--- config.mk ---
export PLATFORM = sky130hd
export DESIGN_NAME = fetch_ctrl
export DESIGN_NICKNAME = d
export VERILOG_FILES = /design/src/rtl/fetch_ctrl.sv
export SDC_FILE = /design/constraint.sdc
export NUM_CORES = 1
export LEC_CHECK = 0
export ABC_AREA = 1
export CAP_MARGIN = 20
export CORE_ASPECT_RATIO = 2
export CORE_UTILIZATION = 53
export CTS_CLUSTER_DIAMETER = 30
export DETAILED_ROUTE_END_ITERATION = 8
export PLACE_DENSITY = 0.87
export REMOVE_ABC_BUFFERS = 1
export SYNTH_ARGS = -nofsm -noshare
export SYNTH_HDL_FRONTEND = slang
export SYNTH_SLANG_ARGS = --single-unit
--- constraint.sdc ---
create_clock -name Clk -period 4 [get_ports Clk]
set_input_delay 1 -clock Clk [delete_from_list [all_inputs] [get_ports Clk]]
set_output_delay 1 -clock Clk [all_outputs]
set_load 0.05 [all_outputs]
--- src/rtl/fetch_ctrl.sv ---
// Program counter and fetch sequencer: launches a program on Start, steps/redirects
// the PC through a combinational ROM, and stops on halt or an out-of-range fetch.
module fetch_ctrl #(
  parameter int unsigned AW    = 10,
  parameter int unsigned DEPTH = 512,
  parameter int unsigned OFF_W = 8,
  parameter int unsigned CNT_W = 16
) (
  input  logic             Clk,
  input  logic             Reset,
  input  logic             Start,
  input  logic [AW-1:0]    StartAddr,
  input  logic             Stall,
  input  logic             Halt,
  input  logic             JumpEn,
  input  logic [AW-1:0]    JumpTarget,
  input  logic             BranchEn,
  input  logic [OFF_W-1:0] BranchOff,
  output logic [AW-1:0]    InstAddress,
  output logic             InstValid,
  output logic             Busy,
  output logic             Ack,
  output logic             Fault,
  output logic [CNT_W-1:0] CycleCount
);

  typedef enum logic [1:0] {IDLE, RUN, DONE} state_t;

  localparam logic [CNT_W-1:0] CNT_MAX = '1;

  state_t           state;
  logic [AW-1:0]    pc;
  logic             fault;
  logic [CNT_W-1:0] cnt;

  logic [AW-1:0]    next_pc;
  logic             next_oor;
  logic             start_oor;

  // Candidate next address; jump beats branch, arithmetic wraps mod 2^AW.
  always_comb begin
    next_pc = pc + AW'(1);
    if (JumpEn) begin
      next_pc = JumpTarget;
    end else if (BranchEn) begin
      next_pc = pc + AW'($signed(BranchOff));
    end
    next_oor  = (32'(next_pc) >= DEPTH);
    start_oor = (32'(StartAddr) >= DEPTH);
  end

  always_ff @(posedge Clk or posedge Reset) begin
    if (Reset) begin
      state <= IDLE;
      pc    <= '0;
      fault <= 1'b0;
      cnt   <= '0;
    end else begin
      case (state)
        IDLE: begin
          if (Start) begin
            cnt <= '0;
            pc  <= StartAddr;
            if (start_oor) begin
              fault <= 1'b1;
              state <= DONE;
            end else begin
              fault <= 1'b0;
              state <= RUN;
            end
          end
        end
        RUN: begin
          if (cnt != CNT_MAX) begin
            cnt <= cnt + CNT_W'(1);
          end
          // Stalled cycles still count but ignore every decoder request.
          if (!Stall) begin
            if (Halt) begin
              state <= DONE;
            end else if (next_oor) begin
              fault <= 1'b1;
              state <= DONE;
            end else begin
              pc <= next_pc;
            end
          end
        end
        DONE: begin
          if (!Start) begin
            state <= IDLE;
          end
        end
        default: state <= IDLE;
      endcase
    end
  end

  assign InstAddress = pc;
  assign Busy        = (state == RUN);
  assign InstValid   = (state == RUN) && !Stall;
  assign Ack         = (state == DONE);
  assign Fault       = fault;
  assign CycleCount  = cnt;

endmodule
==> flow_summary.yaml <==
finish:
  num-nets-final: 474
  mostFrequentLayoutCells: "sky130_fd_sc_hd__nand2_1, sky130_fd_sc_hd__clkdlybuf4s50_1, sky130_fd_sc_hd__nand3_1"
  mostFrequentLayoutCell: "sky130_fd_sc_hd__nand2_1"
  drive_gt1_frac: 0.0793
  layout-area-overhead-vs-synth_pct: 33.1
  share_of_the_core_filled_with_cells: 0.735
  layout.cells.non_filler: 483
  design_area_mm2: 0.00319
  num_antenna_cells: 0
pwr:
  ir_worst_vdd_mv: 0.539
  power.share.combinational: 0.616
  p_sw_frac: 0.516
  p_clk_frac: 0.144
  p_per_area_mw_per_mm2: 590
  total_switching_power_w: 0.000970
  power.static_leakage_nw: 1.54
  p_seq_frac: 0.240
  internal_power_w: 0.000911
global_route:
  groute.usage.overall: 0.309
  grt_max_degree: 27
  grt-ovfl-total: 0
  grt_antenna_before_repair: 0
  first_global_vias: 2719
  wire_length_of_the_first_global_routing_pass_mm: 11.6
worst_setup_path:
  reg2reg_to: "CycleCount[3]"
  critical-path-slowest-cell: "sky130_fd_sc_hd__clkdlybuf4s50_1"
  cp.depth: 3
  cp_data_required_time_ns: 3.00
  crit_path_cell_trace: "clkdlybuf4s50_1 -> nor2_1 -> clkdlybuf4s50_1"
  cp-startpoint: "Stall"
  path_common_cell: "sky130_fd_sc_hd__clkdlybuf4s50_1"
  cp-end-kind: "output pin"
  crit_path_end: "InstValid"
  timing.critical_path.max_delay_family: "buffers and inverters"
  r2r_cells: 8
  reg2reg_setup_slack_ns: 1.74
  criticalPathCategory: "primary input to output pin"
  cpPeakStageDelay_ns: 0.80
  timing.critical_path.from_type: "primary input"
  crit_path_max_fanout: 2
  timing.critical_path.buf_inv: 2
  critPathArrivalTime_ns: 2.33
  worstReg2RegStart: "CycleCount[0]"
detailed_routing:
  vias: 2646
  drtPass1Iterations: 4
  drt_drc_violations_left: 0
  drt_iter0_drc: 48
  wl_mm: 6.88
  routed_via_density: 5.48
  route.antenna.remaining_nets: 0
  routed_wire_length_per_instance_um: 14.2
yosys:
  post_synth_and_or_nand_nor_area_fraction: 0.386
  synth.cell_area_mm2: 0.00240
  post_synthesis_mux_area_share: 0
  synthAdderAreaFrac: 0.0606
  mean_area_per_synthesized_cell_um2: 6.62
  yosys_register_bits: 29
  synth_top_family_by_area: "simple AND/OR/NAND/NOR gates"
  ys_seq_area_frac: 0.303
  yosys.area_share.xor_xnor: 0.0402
  synth-compound-area-share: 0.116
  number_of_instances_in_the_synthesized_netlist: 362
  netlist-cell-type-count: 29
  ys.warnings.count: 0
sta:
  fin_tns_setup_ns: 0
  fin_skew_ns: 0.0105
  grt_setup_unrepaired: "false"
  setup_violations: 0
  period_needed_ns: 3.33
  transition_at_the_pin_with_the_smallest_max_transition_slack_ns: 0.627
  slew_headroom: 0.582
  timing.final.max_slew_violations: 0
  period_share: 0.832
  maxClockFrequency_mhz: 300
  timing.final.hold_violations: 0
  postLayoutSetupSlackWorst_ns: 0.672
die:
  die_y_um: 97.1
  area_of_the_core_mm2: 0.00434
  start_util: 0.552
  die_area_mm2: 0.00481
  die_x_um: 49.5
  num_io_pins: 65
  std_cell_rows: 34
clocking:
  tritoncts: "yes"
  numClockSinks: 29
  clock_tree.htree_level_count: 2
  worst_skew_pair.late_latency_ns: 0.29
  cts.clk_slew.worst_paths_ns: 0.07
  post_cts_resized: 0
  tritoncts.num_buffers: 5
  clk_path_buf_depth: 2
  cts_setup_buffers: 0
  cts_hold_buffers: 0
  clockRootBuffer: "sky130_fd_sc_hd__clkbuf_8"
placed_design:
  place_ws_ns: 0.586
  global_placement_routability_congestion: 0.942
  placedInstanceArea_mm2: 0.00309
  io_buffer_count: 64
  dp_hpwl_mm: 5.15
  dp_cells: 475
worst_hold_path:
  hp-class: "flop to flop"
run_status:
  status: "complete, no violations"
flow_run:
  cap_violations: 0
## registers in the layout (all words and copies together), names as in the netlist
signal,cells
CycleCount,16
Fault,1
InstAddress,10
state,2
## final cells by class
cell class / count / area, um2
clock buffer: 7 / 96.3
tap: 54 / 67.6
multi-input combinational: 280 / 1450
inverter: 44 / 165
fill: 357 / 1150
clock inverter: 1 / 5.00
sequential: 29 / 726
timing repair buffer: 68 / 683
## logic make-up (layout without fill, tap and decap cells)
logic type,Yosys count,count (layout)
compound gates,42,42
xor+xnor,11,11
fa+ha+maj,11,11
buf+inv,53,120
flops,29,29
simple gates,216,216
## cell usage after synthesis
master,n,area (um2)
sky130_fd_sc_hd__o31ai_4,1,21.3
sky130_fd_sc_hd__nor2_4,1,11.3
sky130_fd_sc_hd__or2_2,3,18.8
sky130_fd_sc_hd__dfrtp_1,29,726
sky130_fd_sc_hd__xnor2_1,2,17.5
sky130_fd_sc_hd__ha_1,10,125
sky130_fd_sc_hd__and2_1,1,6.26
sky130_fd_sc_hd__nand2_2,4,25.0
sky130_fd_sc_hd__nor2_2,1,6.26
sky130_fd_sc_hd__buf_6,3,33.8
sky130_fd_sc_hd__o21ai_2,6,52.6
sky130_fd_sc_hd__buf_2,3,15.0
sky130_fd_sc_hd__nand2_1,116,435
sky130_fd_sc_hd__o221ai_1,1,8.76
sky130_fd_sc_hd__nand4_1,3,18.8
sky130_fd_sc_hd__xor2_1,9,78.8
sky130_fd_sc_hd__inv_2,4,15.0
sky130_fd_sc_hd__fa_1,1,20.0
sky130_fd_sc_hd__nor2_1,36,135
sky130_fd_sc_hd__inv_1,40,150
sky130_fd_sc_hd__nor3_1,7,35.0
sky130_fd_sc_hd__nand3_1,42,210
sky130_fd_sc_hd__nor4_1,1,6.26
sky130_fd_sc_hd__o21a_1,1,7.51
sky130_fd_sc_hd__a21oi_1,16,80.1
sky130_fd_sc_hd__o21ai_0,16,80.1
sky130_fd_sc_hd__nand3_4,1,17.5
sky130_fd_sc_hd__a2111oi_4,1,27.5
sky130_fd_sc_hd__clkbuf_1,3,11.3
## power groups by stage
| stage | logic [W] | registers [W] | clock network (W) |
|---|---|---|---|
| after floorplan | 0.000593 | 0.000640 | 0 |
| after global placement | 0.00112 | 0.000454 | 0 |
| after detailed placement | 0.00115 | 0.000455 | 0 |
| after CTS | 0.00115 | 0.000450 | 0.000275 |
| after global routing | 0.00128 | 0.000461 | 0.000285 |
| final | 0.00116 | 0.000452 | 0.000271 |
## worst min-delay path by stage
stage | to | start | cells after the start | slack [ns]
after floorplan | InstAddress[9] | state[0] | 3 | 0.67
after global placement | Fault | Fault | 2 | 0.49
after detailed placement | Fault | Fault | 2 | 0.49
after CTS | Fault | Fault | 2 | 0.51
after global routing | InstAddress[2] | InstAddress[2] | 2 | 0.56
final | Fault | Fault | 2 | 0.52
## per-layer routing
layer  share of wire  GRT usage  vias to the layer above
met5               0          0                        -
met4           0.046      0.211                        0
met3           0.039     0.0329                       28
met2            0.56      0.578                       96
met1            0.36      0.296                     1230
li1                -          -                     1292
## per-stage QoR
step	hold slack [ns]	power, W
2_1_floorplan	0.669	0.00123
3_3_place_gp	0.485	0.00157
3_5_place_dp	0.494	0.00160
4_1_cts	0.510	0.00187
5_1_grt	0.555	0.00202
6_report	0.516	0.00188
## worst min-delay path: cells and delay by family (launching register included)
family / cells / cell delay [ns]
and+or+nand+nor: 2 / 0.11
DFF: 1 / 0.38
No activity file was read; power rests on OpenSTA's default activity.
